[src/rtl/obc_da_sequencer_if.sv]
// Frame-in / result-out handshake bundle for the OBC distributed-arithmetic sequencer.
interface obc_da_sequencer_if #(
    parameter int unsigned DW    = 16,
    parameter int unsigned ACC_W = 48
);
    logic                 in_valid;
    logic                 in_ready;
    logic [16*DW-1:0]     in_data;
    logic                 out_valid;
    logic                 out_ready;
    logic [ACC_W-1:0]     out_data;

    // master: frame producer / result consumer
    modport master (
        output in_valid, in_data, out_ready,
        input  in_ready, out_valid, out_data
    );

    // slave: the sequencer
    modport slave (
        input  in_valid, in_data, out_ready,
        output in_ready, out_valid, out_data
    );
endinterface

[src/rtl/obc_da_sequencer.sv]
// Bit-serial OBC distributed-arithmetic controller for one DFT bin: slices a 16-sample frame LSB first
// into the bin ROM and shift-accumulates its partial sums. Optional macro OBC_DA_OFFSET_EN adds the OBC constant term.
module obc_da_sequencer #(
    parameter int unsigned DW    = 16,
    parameter int unsigned ROM_W = 32,
    parameter int unsigned ACC_W = 48
) (
    input  logic                    clk,
    input  logic                    rst_n,
    obc_da_sequencer_if.slave       bus,
    output logic [15:0]             slice_out,
    output logic                    m_out,
    input  logic signed [ROM_W-1:0] rom_in,
    output logic                    busy
`ifdef OBC_DA_OFFSET_EN
    ,
    input  logic signed [ROM_W-1:0] offset_in
`endif
);
    localparam int unsigned NS   = 16;
    localparam int unsigned KW   = (DW > 1) ? $clog2(DW) : 1;
    localparam logic [KW-1:0] LAST = KW'(DW - 1);

    typedef enum logic [1:0] {
        S_IDLE,
        S_RUN,
        S_DONE
`ifdef OBC_DA_OFFSET_EN
        ,
        S_OFFSET
`endif
    } state_t;

    state_t              state_q, state_d;
    logic [DW-1:0]       sreg_q [NS];
    logic [DW-1:0]       sreg_d [NS];
    logic [ACC_W-1:0]    acc_q, acc_d;
    logic [KW-1:0]       k_q, k_d;
    logic [15:0]         slice_d;
    logic                m_d;
    logic                out_valid_q, out_valid_d;
    logic [ACC_W-1:0]    out_data_q, out_data_d;
    logic                busy_d;
    logic [ACC_W-1:0]    rom_ext;
    logic [ACC_W-1:0]    addend;
    logic                last_slice;

`ifdef OBC_DA_OFFSET_EN
    logic [ROM_W-1:0]    offset_q, offset_d;
    logic [ACC_W-1:0]    offset_ext;
    assign offset_ext = {{(ACC_W-ROM_W){offset_q[ROM_W-1]}}, offset_q};
`endif

    assign rom_ext    = {{(ACC_W-ROM_W){rom_in[ROM_W-1]}}, rom_in};
    assign addend     = rom_ext << k_q;
    assign last_slice = (k_q == LAST);

    assign bus.in_ready  = (state_q == S_IDLE);
    assign bus.out_valid = out_valid_q;
    assign bus.out_data  = out_data_q;

    // State register
    always_ff @(posedge clk) begin
        if (!rst_n) state_q <= S_IDLE;
        else        state_q <= state_d;
    end

    // Next-state logic
    always_comb begin
        state_d = state_q;
        unique case (state_q)
            S_IDLE: if (bus.in_valid) state_d = S_RUN;
            S_RUN: begin
                if (last_slice) begin
`ifdef OBC_DA_OFFSET_EN
                    state_d = S_OFFSET;
`else
                    state_d = S_DONE;
`endif
                end
            end
`ifdef OBC_DA_OFFSET_EN
            S_OFFSET: state_d = S_DONE;
`endif
            S_DONE: if (bus.out_ready) state_d = S_IDLE;
            default: state_d = S_IDLE;
        endcase
    end

    // Output / datapath next values
    always_comb begin
        sreg_d      = sreg_q;
        acc_d       = acc_q;
        k_d         = k_q;
        slice_d     = slice_out;
        m_d         = m_out;
        out_valid_d = out_valid_q;
        out_data_d  = out_data_q;
`ifdef OBC_DA_OFFSET_EN
        offset_d    = offset_q;
`endif
        unique case (state_q)
            S_IDLE: begin
                if (bus.in_valid) begin
                    // slice 0 goes straight to the output; the shifters keep bits 1..DW-1
                    for (int i = 0; i < NS; i++) begin
                        sreg_d[i]  = bus.in_data[i*DW +: DW] >> 1;
                        slice_d[i] = bus.in_data[i*DW];
                    end
                    acc_d = '0;
                    k_d   = '0;
                    m_d   = (DW == 1);
`ifdef OBC_DA_OFFSET_EN
                    offset_d = offset_in;
`endif
                end
            end
            S_RUN: begin
                acc_d = acc_q + addend;
                for (int i = 0; i < NS; i++) begin
                    sreg_d[i]  = sreg_q[i] >> 1;
                    slice_d[i] = sreg_q[i][0];
                end
                k_d = k_q + KW'(1);
                m_d = ((k_q + KW'(1)) == LAST);
                if (last_slice) begin
                    slice_d = '0;
                    m_d     = 1'b0;
`ifndef OBC_DA_OFFSET_EN
                    out_data_d  = acc_q + addend;
                    out_valid_d = 1'b1;
`endif
                end
            end
`ifdef OBC_DA_OFFSET_EN
            S_OFFSET: begin
                acc_d       = acc_q + offset_ext;
                out_data_d  = acc_q + offset_ext;
                out_valid_d = 1'b1;
            end
`endif
            S_DONE: if (bus.out_ready) out_valid_d = 1'b0;
            default: ;
        endcase
        busy_d = (state_d != S_IDLE);
    end

    // Datapath registers
    always_ff @(posedge clk) begin
        if (!rst_n) begin
            for (int i = 0; i < NS; i++) sreg_q[i] <= '0;
            acc_q       <= '0;
            k_q         <= '0;
            slice_out   <= '0;
            m_out       <= 1'b0;
            out_valid_q <= 1'b0;
            out_data_q  <= '0;
            busy        <= 1'b0;
`ifdef OBC_DA_OFFSET_EN
            offset_q    <= '0;
`endif
        end else begin
            sreg_q      <= sreg_d;
            acc_q       <= acc_d;
            k_q         <= k_d;
            slice_out   <= slice_d;
            m_out       <= m_d;
            out_valid_q <= out_valid_d;
            out_data_q  <= out_data_d;
            busy        <= busy_d;
`ifdef OBC_DA_OFFSET_EN
            offset_q    <= offset_d;
`endif
        end
    end
endmodule

[src/flat_wrapper.sv]
// flat-port wrapper written by rule: the top's interface ports become plain ports
module obc_da_sequencer_flat 
#(
    parameter int unsigned DW    = 16,
    parameter int unsigned ROM_W = 32,
    parameter int unsigned ACC_W = 48
)
  (clk, rst_n, slice_out, m_out, rom_in, busy, bus_in_valid, bus_in_data, bus_out_ready, bus_in_ready, bus_out_valid, bus_out_data);
  obc_da_sequencer_if #(.DW(DW), .ACC_W(ACC_W)) bus_i ();
  input  logic clk;
  input  logic rst_n;
  output logic [15:0] slice_out;
  output logic m_out;
  input  logic signed [ROM_W-1:0] rom_in;
  output logic busy;
  input wire logic [$bits(bus_i.in_valid)-1:0] bus_in_valid;
  input wire logic [$bits(bus_i.in_data)-1:0] bus_in_data;
  input wire logic [$bits(bus_i.out_ready)-1:0] bus_out_ready;
  output wire logic [$bits(bus_i.in_ready)-1:0] bus_in_ready;
  output wire logic [$bits(bus_i.out_valid)-1:0] bus_out_valid;
  output wire logic [$bits(bus_i.out_data)-1:0] bus_out_data;
  assign bus_i.in_valid = bus_in_valid;
  assign bus_i.in_data = bus_in_data;
  assign bus_i.out_ready = bus_out_ready;
  assign bus_in_ready = bus_i.in_ready;
  assign bus_out_valid = bus_i.out_valid;
  assign bus_out_data = bus_i.out_data;
  obc_da_sequencer #(.DW(DW), .ROM_W(ROM_W), .ACC_W(ACC_W)) u_core (.clk(clk), .rst_n(rst_n), .bus(bus_i), .slice_out(slice_out), .m_out(m_out), .rom_in(rom_in), .busy(busy));
endmodule
[config.mk]
export PLATFORM = sky130hd
export DESIGN_NAME = obc_da_sequencer_flat
export DESIGN_NICKNAME = d
export VERILOG_FILES = /design/src/rtl/obc_da_sequencer_if.sv /design/src/rtl/obc_da_sequencer.sv /design/src/flat_wrapper.sv
export SDC_FILE = /design/constraint.sdc
export NUM_CORES = 1
export LEC_CHECK = 0
export CAP_MARGIN = 20
export CORE_MARGIN = 2
export CORE_UTILIZATION = 30
export DETAILED_ROUTE_END_ITERATION = 10
export PLACE_DENSITY = 0.53
export SLEW_MARGIN = 15
export SYNTH_ARGS = -nofsm -noshare
export SYNTH_HDL_FRONTEND = slang
export SYNTH_SLANG_ARGS = --single-unit
[constraint.sdc]
create_clock -name clk -period 6.68 [get_ports clk]
set_clock_uncertainty 0.1 [all_clocks]
set_input_delay 1.67 -clock clk [delete_from_list [all_inputs] [get_ports clk]]
set_output_delay 1.67 -clock clk [all_outputs]
set_load 0.02 [all_outputs]
==> results.json <==
{
  "grt_antenna_before_repair": 14,
  "synthXorXnorAreaFrac_pct": 2.14,
  "synthArstFlopShare_pct": 0,
  "grt_pass1_vias": 16935,
  "grt_overflow_total": 0,
  "timing.rr.start": "u_core.k_q[1]$_SDFFE_PN0P_",
  "reg2reg_slack_ns": 1.78,
  "crit_path_end_kind": "flop",
  "routedWlPerCell_um": 20.4,
  "reg2reg_depth": 14,
  "clk_pin_slew_ns": 0.06,
  "synth_cell_type_count": 70,
  "dp_hpwl_mm": 44.1,
  "p_sw_share_pct": 29.4,
  "postSynthCellCount": 2156,
  "cp_data_required_time_ns": 7.08,
  "cts.sinks": 361,
  "start_util_pct": 30.4,
  "synth_warnings": 0,
  "synth_compound_area_share_pct": 33.7,
  "timing.fmax_mhz": 185,
  "cts_root_buf": "clkbuf_16",
  "drv_cap": 0,
  "reg2reg_to": "u_core.acc_q[40]$_SDFFE_PN0P_",
  "wl_mm": 64.9,
  "dieHeight_um": 246,
  "max-vdd-ir-drop_mv": 0.160,
  "crit_chain": "clkdlybuf4s50_1 > mux4_2 > and2_1 > a211oi_1 > a21oi_1 > ha_1 > nand2_1 > nor4_2 > and3_1 > a32oi_1 > o31ai_4 > a21boi_2 > o41a_1 > xor2_1 > o21ai_1",
  "yosys.area_share.simple_pct": 9.79,
  "cts_tree": "done",
  "p_int_w": 0.00434,
  "status": "finished, final reports clean",
  "grt_pass1_wl_mm": 98.8,
  "io_buffers": 359,
  "start_kind": "input port",
  "whs_path_depth": 2,
  "die_w_um": 246,
  "period_needed_ns": 5.41,
  "synth_top_area_share_pct": 41.0,
  "seqPwrFrac_pct": 39.4,
  "syn_avg_cell_area_um2": 8.18,
  "area_delta_synth_final_pct": 31.5,
  "drc_errors": 0,
  "ys.flop_type": "dfxtp_1",
  "layout.nets": 2723,
  "postRouteAntennaNets": 0,
  "p_leak_nw": 8.43,
  "setup_violations": 0,
  "cp_slowest_stage_delay_ns": 0.52,
  "synth_area_um2": 17600,
  "cts_htree_levels": 2,
  "cp-endpoint": "u_core.acc_q[40]$_SDFFE_PN0P_",
  "hold_viol_final": 0,
  "p_clk_share_pct": 40.2,
  "post-cts-setup-buffer-count": 0,
  "hp-start": "u_core.bus.out_data[10]$_SDFFE_PN0P_",
  "synthTopCellsByArea": "dfxtp_1, a21oi_1, o22ai_1, o21ai_0, clkbuf_1",
  "synthAdderAreaFrac_pct": 3.59,
  "first_pass_iters": 5,
  "synth_edf_count": 0,
  "synth_most_common_cell": "dfxtp_1",
  "switching_power_w": 0.00181,
  "period_share_pct": 81.0,
  "detail_route.iter0.violations": 1135,
  "muxShareOfSynthArea_pct": 5.02,
  "worstMarginPinSlew_ns": 1.12,
  "syn_nets": 2498,
  "grt_max_degree": 174,
  "die-area_um2": 60700,
  "hp-class": "reg -> reg",
  "coreArea_um2": 57900,
  "max-slew-margin-rel_pct": 25.5,
  "cts_buffers": 44,
  "power.density_nw_per_um2": 265,
  "synth_commonest_cells": "dfxtp_1, a21oi_1, o21ai_0",
  "ctsHoldBuffers": 0,
  "comb_power_share_pct": 20.3,
  "io_pins": 360,
  "vias_per_cell": 5.47,
  "synth_top_area_cell": "dfxtp_1",
  "crit_arrival_ns": 5.81,
  "path_max_fanout": 7,
  "critPathKind": "in -> reg",
  "drive_above_1_share_pct": 5.97,
  "num_vias": 17418,
  "post-place-cells": 3100,
  "yosysSeqAreaShare_pct": 41.0,
  "grt_use_total_pct": 20.5,
  "ys_ff_latch": 361,
  "worstSetupStartpoint": "rom_in[12]",
  "post_cts_resized": 0,
  "gp_congestion": 0.882,
  "grt_setup_unrepaired": "no",
  "slew_viol_final": 0,
  "row_count": 88,
  "setup-tns-final_ns": 0,
  "instances_no_fill": 3184,
  "clk_latency_ns": 0.59,
  "synth_top_family_by_area": "compound AO/OA/AOI/OAI gates",
  "crit_slowest_cell": "mux4_2",
  "max-clock-path-buffers": 3
}
[sequential cells by signal (all words and copies together) (netlist names)]
name,cells
u_core.acc_q,48
u_core.bus.out_data,48
u_core.bus.out_valid,1
u_core.busy,1
u_core.k_q,4
u_core.m_out,1
u_core.slice_out,16
u_core.sreg_q,240
u_core.state_q,2
[layer usage]
| layer | vias up | share of wire (%) | global-route usage (%) |
|---|---|---|---|
| li1 | 8488 | - | - |
| met1 | 8313 | 43 | 25.9 |
| met2 | 487 | 46 | 33.5 |
| met3 | 108 | 7.8 | 6.43 |
| met4 | 22 | 2.5 | 5.97 |
| met5 | - | 0.23 | 0 |
[placed cells by master (no fill, tap or decap), types with 5 or more instances in the layout]
cell type and n:
a211oi_1 8, a21o_1 25, a21oi_1 334, a221oi_1 17, a22o_1 7, a22oi_1 40
a31oi_1 8, and2_1 5, buf_4 19, clkbuf_1 12, clkbuf_16 44, clkbuf_8 8
clkdlybuf4s50_1 358, clkinv_2 7, dfxtp_1 357, diode_2 5, ha_1 49, inv_1 19
mux2_2 8, mux2i_1 48, mux4_2 14, nand2_1 159, nand3_1 22, nand4_1 16
nor2_1 113, nor2b_1 7, nor3_1 26, o211ai_1 7, o21a_1 10, o21ai_0 280
o21ai_1 5, o21bai_1 8, o22ai_1 228, o31ai_1 7, or3_1 12, xnor2_1 27
xor2_1 16
[per-stage QoR]
step | worst slack (ns) | total power (W) | hold WS, ns | instance area, um2 | utilization [%]
3_5_place_dp | 0.717 | 0.00371 | 0.346 | 21700 | 37.5
3_3_place_gp | 0.749 | 0.00370 | 0.339 | 21700 | 37.4
5_1_grt | 0.907 | 0.00644 | 0.367 | 23200 | 40.0
2_1_floorplan | 1.72 | 0.00323 | 0.327 | 17600 | -
6_report | 1.27 | 0.00615 | 0.354 | 23200 | 40.0
4_1_cts | 1.31 | 0.00621 | 0.354 | 23200 | 40.0
[worst min-delay path by stage]
stage                                                end  slack [ns]
floorplan                  u_core.acc_q[28]$_SDFFE_PN0P_        0.33
global placement           u_core.acc_q[28]$_SDFFE_PN0P_        0.34
detailed placement  u_core.bus.out_data[10]$_SDFFE_PN0P_        0.35
CTS                 u_core.bus.out_data[10]$_SDFFE_PN0P_        0.35
global route         u_core.bus.out_data[8]$_SDFFE_PN0P_        0.37
finish              u_core.bus.out_data[10]$_SDFFE_PN0P_        0.35
[critical path, delay by kind of cell]
kind,cells,cell delay (ns)
compound gates,7,1.59
simple gates,4,0.97
mux,1,0.52
buf+inv,1,0.46
fa+ha+maj,1,0.46
xor+xnor,1,0.16
[logic make-up (layout without fill, tap and decap cells)]
family,after synthesis,in the layout
AOI/OAI and AO/OA,1019,1019
xor gates and xnor gates,43,43
adders and majority gates,50,50
buffers and inverters,224,482
DFF,361,361
muxes,70,70
other,0,5
and+or+nand+nor,389,389
[layout make-up]
class,instances,area (um2)
Antenna cell,5,12.5
Clock buffer,64,1260
Clock inverter,15,221
Fill cell,5977,34700
Inverter,22,95.1
Multi-Input combinational cell,1571,9610
Sequential cell,361,7230
Tap cell,765,957
Timing Repair Buffer,381,3800
[power groups by stage]
stage	combinational, W	clock, W	sequential [W]
final	0.00125	0.00247	0.00242
after global routing	0.00138	0.00262	0.00244
after CTS	0.00125	0.00254	0.00242
after global placement	0.00124	0	0.00246
after detailed placement	0.00125	0	0.00246
after floorplan	0.000793	0	0.00244
(Power assumes the default switching activity.)
